## src/rtl/fifo_pixel_reader.sv

```systemverilog
// fifo_pixel_reader
// -----------------
// Read side of the pixel-to-FIFO path. Pops 64-bit zero-padded words from a
// standard synchronous FIFO with one cycle of read latency. Each word is
// unpacked to a 24-bit {R,G,B} pixel on a valid/ready stream that carries
// start-of-frame and end-of-line markers.
//
// Ports:
//   clk, rst_n   clock, asynchronous active-low reset
//   enable       allows new FIFO reads
//   clr          synchronous flush of buffer, counters and in-flight read
//   empty        FIFO empty flag
//   rd_en        FIFO read strobe (combinational)
//   fifo_dout    FIFO read data, valid the cycle after rd_en
//   m_data       pixel out = buffered word[23:0]
//   m_valid      pixel valid
//   m_ready      downstream accept
//   m_sof        first pixel of frame, qualified by m_valid
//   m_eol        last pixel of line, qualified by m_valid
//   frame_done   one-cycle pulse after the last pixel of a frame is taken
//   pad_err      sticky flag: a captured word had nonzero bits [63:24]
module fifo_pixel_reader #(
  parameter int IMG_W = 640,
  parameter int IMG_H = 480,
  parameter int CW    = 12
) (
  input  logic        clk,
  input  logic        rst_n,
  input  logic        enable,
  input  logic        clr,
  input  logic        empty,
  output logic        rd_en,
  input  logic [63:0] fifo_dout,
  output logic [23:0] m_data,
  output logic        m_valid,
  input  logic        m_ready,
  output logic        m_sof,
  output logic        m_eol,
  output logic        frame_done,
  output logic        pad_err
);

  localparam logic [CW-1:0] COL_LAST = CW'(IMG_W - 1);
  localparam logic [CW-1:0] ROW_LAST = CW'(IMG_H - 1);

  logic          wr_ptr_reg, rd_ptr_reg;
  logic [1:0]    cnt_reg, cnt_next;
  logic          rd_d_reg;
  logic [CW-1:0] col_reg, col_next;
  logic [CW-1:0] row_reg, row_next;
  logic          frame_done_reg, frame_done_next;
  logic          pad_err_reg, pad_err_next;

  logic          pop;
  logic          capture;
  logic          col_last;
  logic          row_last;
  logic [2:0]    occ_next;

  assign pop      = (cnt_reg != 2'd0) && m_ready;
  // A word arriving during clr belongs to the flushed stream and is dropped.
  assign capture  = rd_d_reg && !clr;
  assign col_last = (col_reg == COL_LAST);
  assign row_last = (row_reg == ROW_LAST);

  // Occupancy once the in-flight word lands and this cycle's pop retires.
  // Reading only when this is below 2 reserves a slot for every request, so
  // the two-entry buffer can never overflow. pop implies cnt_reg >= 1, so
  // the subtraction cannot underflow.
  assign occ_next = {1'b0, cnt_reg} + {2'b00, rd_d_reg} - {2'b00, pop};

  assign rd_en = rst_n && enable && !empty && !clr && (occ_next < 3'd2);

  // ---------------------------------------------------------------------
  // Two-entry skid buffer. Only the pixel bits are stored; the pad bits
  // are checked at capture time.
  // ---------------------------------------------------------------------
  for (genvar gi = 0; gi < 2; gi++) begin : g_slot
    logic [23:0] slot_reg;

    always_ff @(posedge clk or negedge rst_n) begin
      if (!rst_n) begin
        slot_reg <= '0;
      end else if (capture && (wr_ptr_reg == 1'(gi))) begin
        slot_reg <= fifo_dout[23:0];
      end
    end
  end

  assign m_data  = rd_ptr_reg ? g_slot[1].slot_reg : g_slot[0].slot_reg;
  assign m_valid = (cnt_reg != 2'd0);
  assign m_sof   = m_valid && (col_reg == '0) && (row_reg == '0);
  assign m_eol   = m_valid && col_last;

  assign frame_done = frame_done_reg;
  assign pad_err    = pad_err_reg;

  // ---------------------------------------------------------------------
  // Next-state logic
  // ---------------------------------------------------------------------
  always_comb begin
    cnt_next = cnt_reg;
    if (clr) begin
      cnt_next = 2'd0;
    end else begin
      cnt_next = 2'(occ_next);
    end
  end

  always_comb begin
    col_next = col_reg;
    row_next = row_reg;
    if (clr) begin
      col_next = '0;
      row_next = '0;
    end else if (pop) begin
      if (col_last) begin
        col_next = '0;
        row_next = row_last ? '0 : row_reg + CW'(1);
      end else begin
        col_next = col_reg + CW'(1);
      end
    end
  end

  assign frame_done_next = !clr && pop && col_last && row_last;
  assign pad_err_next    = !clr && (pad_err_reg || (capture && (fifo_dout[63:24] != 40'd0)));

  // ---------------------------------------------------------------------
  // State registers
  // ---------------------------------------------------------------------
  always_ff @(posedge clk or negedge rst_n) begin
    if (!rst_n) begin
      wr_ptr_reg     <= 1'b0;
      rd_ptr_reg     <= 1'b0;
      cnt_reg        <= 2'd0;
      rd_d_reg       <= 1'b0;
      col_reg        <= '0;
      row_reg        <= '0;
      frame_done_reg <= 1'b0;
      pad_err_reg    <= 1'b0;
    end else begin
      cnt_reg        <= cnt_next;
      rd_d_reg       <= rd_en;
      col_reg        <= col_next;
      row_reg        <= row_next;
      frame_done_reg <= frame_done_next;
      pad_err_reg    <= pad_err_next;
      if (clr) begin
        wr_ptr_reg <= 1'b0;
        rd_ptr_reg <= 1'b0;
      end else begin
        if (capture) wr_ptr_reg <= ~wr_ptr_reg;
        if (pop)     rd_ptr_reg <= ~rd_ptr_reg;
      end
    end
  end

endmodule

```

## config.mk

```make
export PLATFORM = sky130hd
export DESIGN_NAME = fifo_pixel_reader
export DESIGN_NICKNAME = d
export VERILOG_FILES = /design/src/rtl/fifo_pixel_reader.sv
export SDC_FILE = /design/constraint.sdc
export NUM_CORES = 1
export LEC_CHECK = 0
export ABC_AREA = 1
export CORE_MARGIN = 1
export CORE_UTILIZATION = 50
export DETAILED_ROUTE_END_ITERATION = 8
export DONT_BUFFER_PORTS = 1
export SYNTH_ARGS = -nofsm -noshare
export SYNTH_HDL_FRONTEND = slang
export SYNTH_SLANG_ARGS = --single-unit
```

## constraint.sdc

```tcl
create_clock -name clk -period 5.3 [get_ports clk]
set_input_delay 1.06 -clock clk [delete_from_list [all_inputs] [get_ports clk]]
set_output_delay 1.06 -clock clk [all_outputs]
set_load 0.02 [all_outputs]
```

==> results of run 1 <==
==> cells by family (layout without fill, tap and decap cells) <==
group	Yosys count	count (layout)	share of synthesized area
AOI/OAI and AO/OA	60	60	0.0718
adders and majority gates	6	6	0.0198
DFF	79	79	0.473
xor gates and xnor gates	3	3	0.00629
and+or+nand+nor	345	345	0.352
buffers and inverters	80	78	0.0772
==> final cells by class <==
type / count / area share
Timing Repair Buffer: 2 / 0.00335
Clock inverter: 6 / 0.0263
Sequential cell: 79 / 0.442
Tap cell: 102 / 0.0285
Inverter: 60 / 0.0514
Multi-Input combinational cell: 414 / 0.420
Clock buffer: 10 / 0.0285
==> critical path: stages <==
cell     delay [ns]
inv_1          0.04
nor2_4         0.15
nand2_1        0.11
nand2_1        0.09
ha_1           0.15
fa_1           0.41
inv_1          0.08
nand3_1        0.08
nor4_1         0.74
==> routing by layer <==
metal,track usage,routed length [µm]
met1,0.293,4370
met2,0.350,4110
met3,0.0431,476
met4,0.0910,131
met5,0,0
==> where the power goes <==
part           switching [mW]  total (mW)  internal (mW)
Clock                   0.238       0.555          0.317
Combinational           0.353       0.474          0.121
Sequential             0.0834       0.806          0.723
==> worst max-delay path by stage <==
stage | startpoint | to | slack (ns) | depth (start not counted)
floorplan | m_ready | rd_en | 1.45 | 9
global placement | m_ready | rd_en | 1.35 | 9
detailed placement | m_ready | rd_en | 1.32 | 9
CTS | cnt_reg[1] | rd_en | 1.31 | 10
global route | cnt_reg[1] | rd_en | 1.16 | 10
finish | m_ready | rd_en | 1.33 | 9
==> cell usage in the layout (no fill, tap or decap) <==
master      Yosys  layout
nand2_1       202     202
dfrtp_1        79      79
nor2_1         70      70
inv_1          58      58
o21ai_0        57      57
nand3_1        27      27
nand2_2        14      14
nand4_1        12      12
nor3_1          9       9
clkbuf_8        0       9
ha_1            5       5
nor2_4          3       3
nor4_1          3       3
xor2_1          3       3
a21oi_1         3       3
bufinv_16       0       3
buf_4           0       2
nor2_2          1       1
inv_2           1       1
nand2_4         1       1
nand2_8         1       1
nor3b_1         1       1
inv_6           1       1
nor3_2          1       1
fa_1            1       1
clkinv_4        0       1
inv_8           0       1
clkinvlp_4      0       1
clkbuf_1       11       1
==> metrics by stage <==
step | instances | power (mW)
CTS | 673 | 1.85
global placement | 657 | 1.28
detailed placement | 657 | 1.30
floorplan | 573 | 1.21
finish | 673 | 1.83
global route | 673 | 1.94
==> impl_metrics.py, run 1 <==
metrics = {
    "run_status": {
        "status": "complete, no violations",
    },
    "cts": {
        "cts.clk_slew.worst_paths_ns": 0.09,
        "cts_resized": 0,
        "cts_inserted_buffers": 9,
        "cts-hold-fix-buffers": 0,
        "post_cts_buffers": 0,
        "tritoncts": "built",
        "htreeDepth": 3,
        "insertion_delay_ns": 0.36,
        "clockBufferDepth": 2,
        "root_buffer": "clkbuf_8",
        "numClockSinks": 79,
    },
    "logic_synthesis": {
        "synth_top_area_cell": "dfrtp_1",
        "synthTopCellsByCount": "nand2_1 (202), dfrtp_1 (79), nor2_1 (70)",
        "syn-cell-area_um2": 4180,
        "synthCells": 573,
        "ys_seq_area_frac": 0.473,
        "synth-edff-count": 0,
        "yosysMostFrequentCell": "nand2_1",
        "synth_nets": 649,
        "yosys_warnings": 0,
        "ys_ff_latch": 79,
        "synthTopCellsByArea": "dfrtp_1 (47%), nand2_1 (18%), o21ai_0 (6.8%), nor2_1 (6.3%), inv_1 (5.2%)",
        "async_flop_share": 1.00,
        "synth_top_area_share": 0.473,
        "ys.flop_type": "dfrtp_1",
        "yosysUniqueCellTypes": 25,
        "avgSynthCellArea_um2": 7.30,
    },
    "detailed_routing": {
        "vias_per_cell": 5.16,
        "vias": 3476,
        "first_pass_iters": 5,
        "postRouteAntennaNets": 0,
        "drc": 0,
        "wl_per_cell_um": 13.5,
        "drt_iter0_markers": 188,
        "wirelength_um": 9090,
    },
    "worst_setup_path": {
        "worstPathArrival_ns": 2.91,
        "endpoint_kind": "output pin",
        "reg2regPathDepth": 10,
        "reg2reg_to": "rd_d_reg",
        "crit_type": "in -> out",
        "startpoint_type": "primary input",
        "worstPathRequired_ns": 4.24,
        "crit_fanout": 4,
        "rrSetupSlack_ns": 2.56,
        "r2r-start": "cnt_reg[1]",
    },
    "sta": {
        "maxSlewViolCount": 0,
        "fin_setup_tns_ns": 0,
        "fmax_mhz": 252,
        "tightestPinTransition_ns": 1.02,
        "rsz0062_at_grt": "false",
        "slew_headroom": 0.319,
        "whs_ns": 0.378,
        "period_needed_ns": 3.97,
        "finalHoldViolCount": 0,
        "period_share": 0.749,
        "setup_viol": 0,
        "clock_skew_ns": 0.0109,
        "fin_ws_ns": 1.33,
    },
    "cells_and_area": {
        "antenna_cells": 0,
        "nets": 642,
        "largest_reg_flops": 48,
        "final_area_um2": 4480,
        "multi_input_area_um2": 1880,
        "final_util": 0.567,
        "drive_gt1_frac": 0.0701,
        "ff_latch_area_um2": 1980,
        "area_growth_pct": 7.06,
        "n_fill_cell": 747,
    },
    "grt": {
        "overflow": 0,
        "antenna_found_initial": 0,
        "grt_pass1_vias": 3211,
        "grt_pass1_wl_um": 14800,
        "grt_max_degree": 81,
        "grt_usage": 0.220,
    },
    "placed_design": {
        "place_congestion": 0.909,
        "dp_hpwl_um": 6080,
        "portBuffers": 0,
        "post_dp_cell_area_um2": 4230,
        "place_ws_ns": 1.32,
    },
    "floorplanning": {
        "die_x_um": 93.4,
        "start_util": 0.530,
        "die_y_um": 93.4,
        "die_area_um2": 8730,
        "boundaryPins": 100,
        "placement_rows": 32,
        "coreArea_um2": 7890,
    },
    "flow_run": {
        "cap_violations": 0,
    },
    "pwr": {
        "p_leak_nw": 2.25,
        "ir_drop_mv": 0.147,
        "p_per_area_nw_per_um2": 410,
    },
    "min_path": {
        "hp-class": "in -> async",
    },
}
No activity file was read; power rests on OpenSTA's default activity.
==> inputs of run 2 (changes only) <==
Clock period 5.3 ns to 4.1 ns, I/O delays scaled along.
==> run 2 against run 1 <==
  * Non-clock buffer count is 2 higher
  * Largest cell class unchanged
  * Via count shrank 1.6%
  * Critical endpoint unchanged
  * Cell area fell by 0.87%
  * Flip-flop and latch count is the same
  * Register-to-register slack worse by 0.73 ns
  * Count of clock-buffer cells in the layout did not move
==> impl_metrics.py, run 2 (synthesis gave the netlist of run 1 again) <==
metrics = {
    "worst_setup_path": {
        "rrSetupSlack_ns": 1.83,
        "endpoint_kind": "output pin",
        "startpoint_type": "flop",
        "crit_fanout": 4,
        "crit_type": "reg -> out",
        "r2r-start": "cnt_reg[1]",
        "reg2regPathDepth": 11,
        "reg2reg_to": "rd_d_reg",
        "worstPathRequired_ns": 3.28,
        "worstPathArrival_ns": 2.56,
    },
    "placed_design": {
        "dp_cells": 659,
        "place_congestion": 0.944,
        "dp_hpwl_um": 6050,
        "portBuffers": 0,
        "post_dp_cell_area_um2": 4250,
    },
    "sta": {
        "period_needed_ns": 3.38,
        "maxSlewViolCount": 0,
        "fin_setup_tns_ns": 0,
        "clock_skew_ns": 0.00740,
        "setup_viol": 0,
        "finalHoldViolCount": 0,
        "slew_headroom": 0.456,
        "fmax_mhz": 296,
        "whs_ns": 0.160,
        "tightestPinTransition_ns": 0.815,
        "period_share": 0.823,
        "rsz0062_at_grt": "false",
    },
    "cts": {
        "cts-hold-fix-buffers": 0,
        "root_buffer": "clkbuf_8",
        "post_cts_buffers": 0,
        "tritoncts": "built",
        "cts_resized": 0,
        "clockBufferDepth": 2,
        "insertion_delay_ns": 0.35,
        "htreeDepth": 3,
        "numClockSinks": 79,
        "cts_inserted_buffers": 9,
        "cts.clk_slew.worst_paths_ns": 0.08,
    },
    "floorplanning": {
        "start_util": 0.530,
        "die_area_um2": 8730,
        "die_x_um": 93.4,
        "placement_rows": 32,
        "die_y_um": 93.4,
        "boundaryPins": 100,
        "coreArea_um2": 7890,
    },
    "grt": {
        "grt_usage": 0.223,
        "antenna_found_initial": 0,
        "grt_max_degree": 81,
        "grt_pass1_vias": 3268,
        "overflow": 0,
        "grt_pass1_wl_um": 15000,
    },
    "cells_and_area": {
        "antenna_cells": 0,
        "multi_input_area_um2": 1880,
        "final_common_cell": "nand2_1",
        "final_area_um2": 4440,
        "largest_reg_flops": 48,
        "area_growth_pct": 6.14,
        "n_fill_cell": 775,
        "drive_gt1_frac": 0.0750,
        "ff_latch_area_um2": 1980,
        "layout_common_cells": "nand2_1 (202), dfrtp_1 (79), nor2_1 (70), inv_1 (58), o21ai_0 (57)",
        "finalNonFillerCells": 675,
        "nets": 644,
    },
    "detailed_routing": {
        "wl_per_cell_um": 13.0,
        "vias_per_cell": 5.07,
        "postRouteAntennaNets": 0,
        "wirelength_um": 8790,
        "drt_iter0_markers": 145,
        "vias": 3419,
        "drc": 0,
        "first_pass_iters": 5,
    },
    "pwr": {
        "p_per_area_nw_per_um2": 498,
        "ir_drop_mv": 0.241,
        "p_leak_nw": 2.24,
    },
    "min_path": {
        "hp-class": "in -> async",
    },
    "run_status": {
        "status": "complete, no violations",
    },
    "flow_run": {
        "cap_violations": 0,
    },
}
-- run 2: cell types whose count changed in the layout (fill, tap and decap cells not counted), sizes merged --
cell and change:
bufinv -3, buf +2, clkinv +2, inv +1
-- run 2: per-stage QoR --
| stage | worst slack [ns] | util | power [mW] |
|---|---|---|---|
| 2_1_floorplan | 0.727 | - | 1.57 |
| 3_3_place_gp | 1.01 | 0.538 | 1.66 |
| 3_5_place_dp | 0.973 | 0.538 | 1.68 |
| 4_1_cts | 0.731 | 0.563 | 2.24 |
| 5_1_grt | 0.584 | 0.563 | 2.37 |
| 6_report | 0.725 | 0.563 | 2.21 |
-- run 2: layout make-up --
| cell class | count | area share |
|---|---|---|
| flip-flops and latches | 79 | 0.446 |
| multi-input cells | 414 | 0.424 |
| inverters | 60 | 0.0519 |
| clock buffers | 10 | 0.0310 |
| well taps | 102 | 0.0288 |
| clock inverters | 6 | 0.0121 |
| repair buffers | 4 | 0.00677 |
-- run 2: how the worst max path moves through the flow --
stage | start | endpoint | slack, ns | cells past startpoint
after global placement | m_ready | rd_en | 1.01 | 10
after floorplan | m_ready | rd_en | 0.73 | 9
after CTS | cnt_reg[1] | rd_en | 0.73 | 11
after global routing | cnt_reg[1] | rd_en | 0.58 | 11
after detailed placement | m_ready | rd_en | 0.97 | 10
final | cnt_reg[1] | rd_en | 0.72 | 11
-- run 2: power by group --
part | switching [mW] | total [mW] | internal, mW
Clock | 0.307 | 0.553 | 0.246
Combinational | 0.479 | 0.639 | 0.160
Sequential | 0.0821 | 1.02 | 0.935
-- run 2: layer usage --
| layer | share of wire | vias to the layer above | GRT usage |
|---|---|---|---|
| li1 | - | 1776 | - |
| met1 | 0.49 | 1544 | 0.302 |
| met2 | 0.46 | 95 | 0.355 |
| met3 | 0.047 | 4 | 0.0447 |
| met4 | 0.0067 | 0 | 0.0833 |
| met5 | 0 | - | 0 |
-- run 2: worst max-delay path, cell delays in order, from the launching register on --
cell     delay, ns
dfrtp_1       0.42
nor2_2        0.24
inv_1         0.19
nand2_2       0.13
nand2_1       0.06
nand2_1       0.06
ha_1          0.16
fa_1          0.41
inv_1         0.09
nand3_1       0.09
nor4_1        0.18
buf_4         0.19
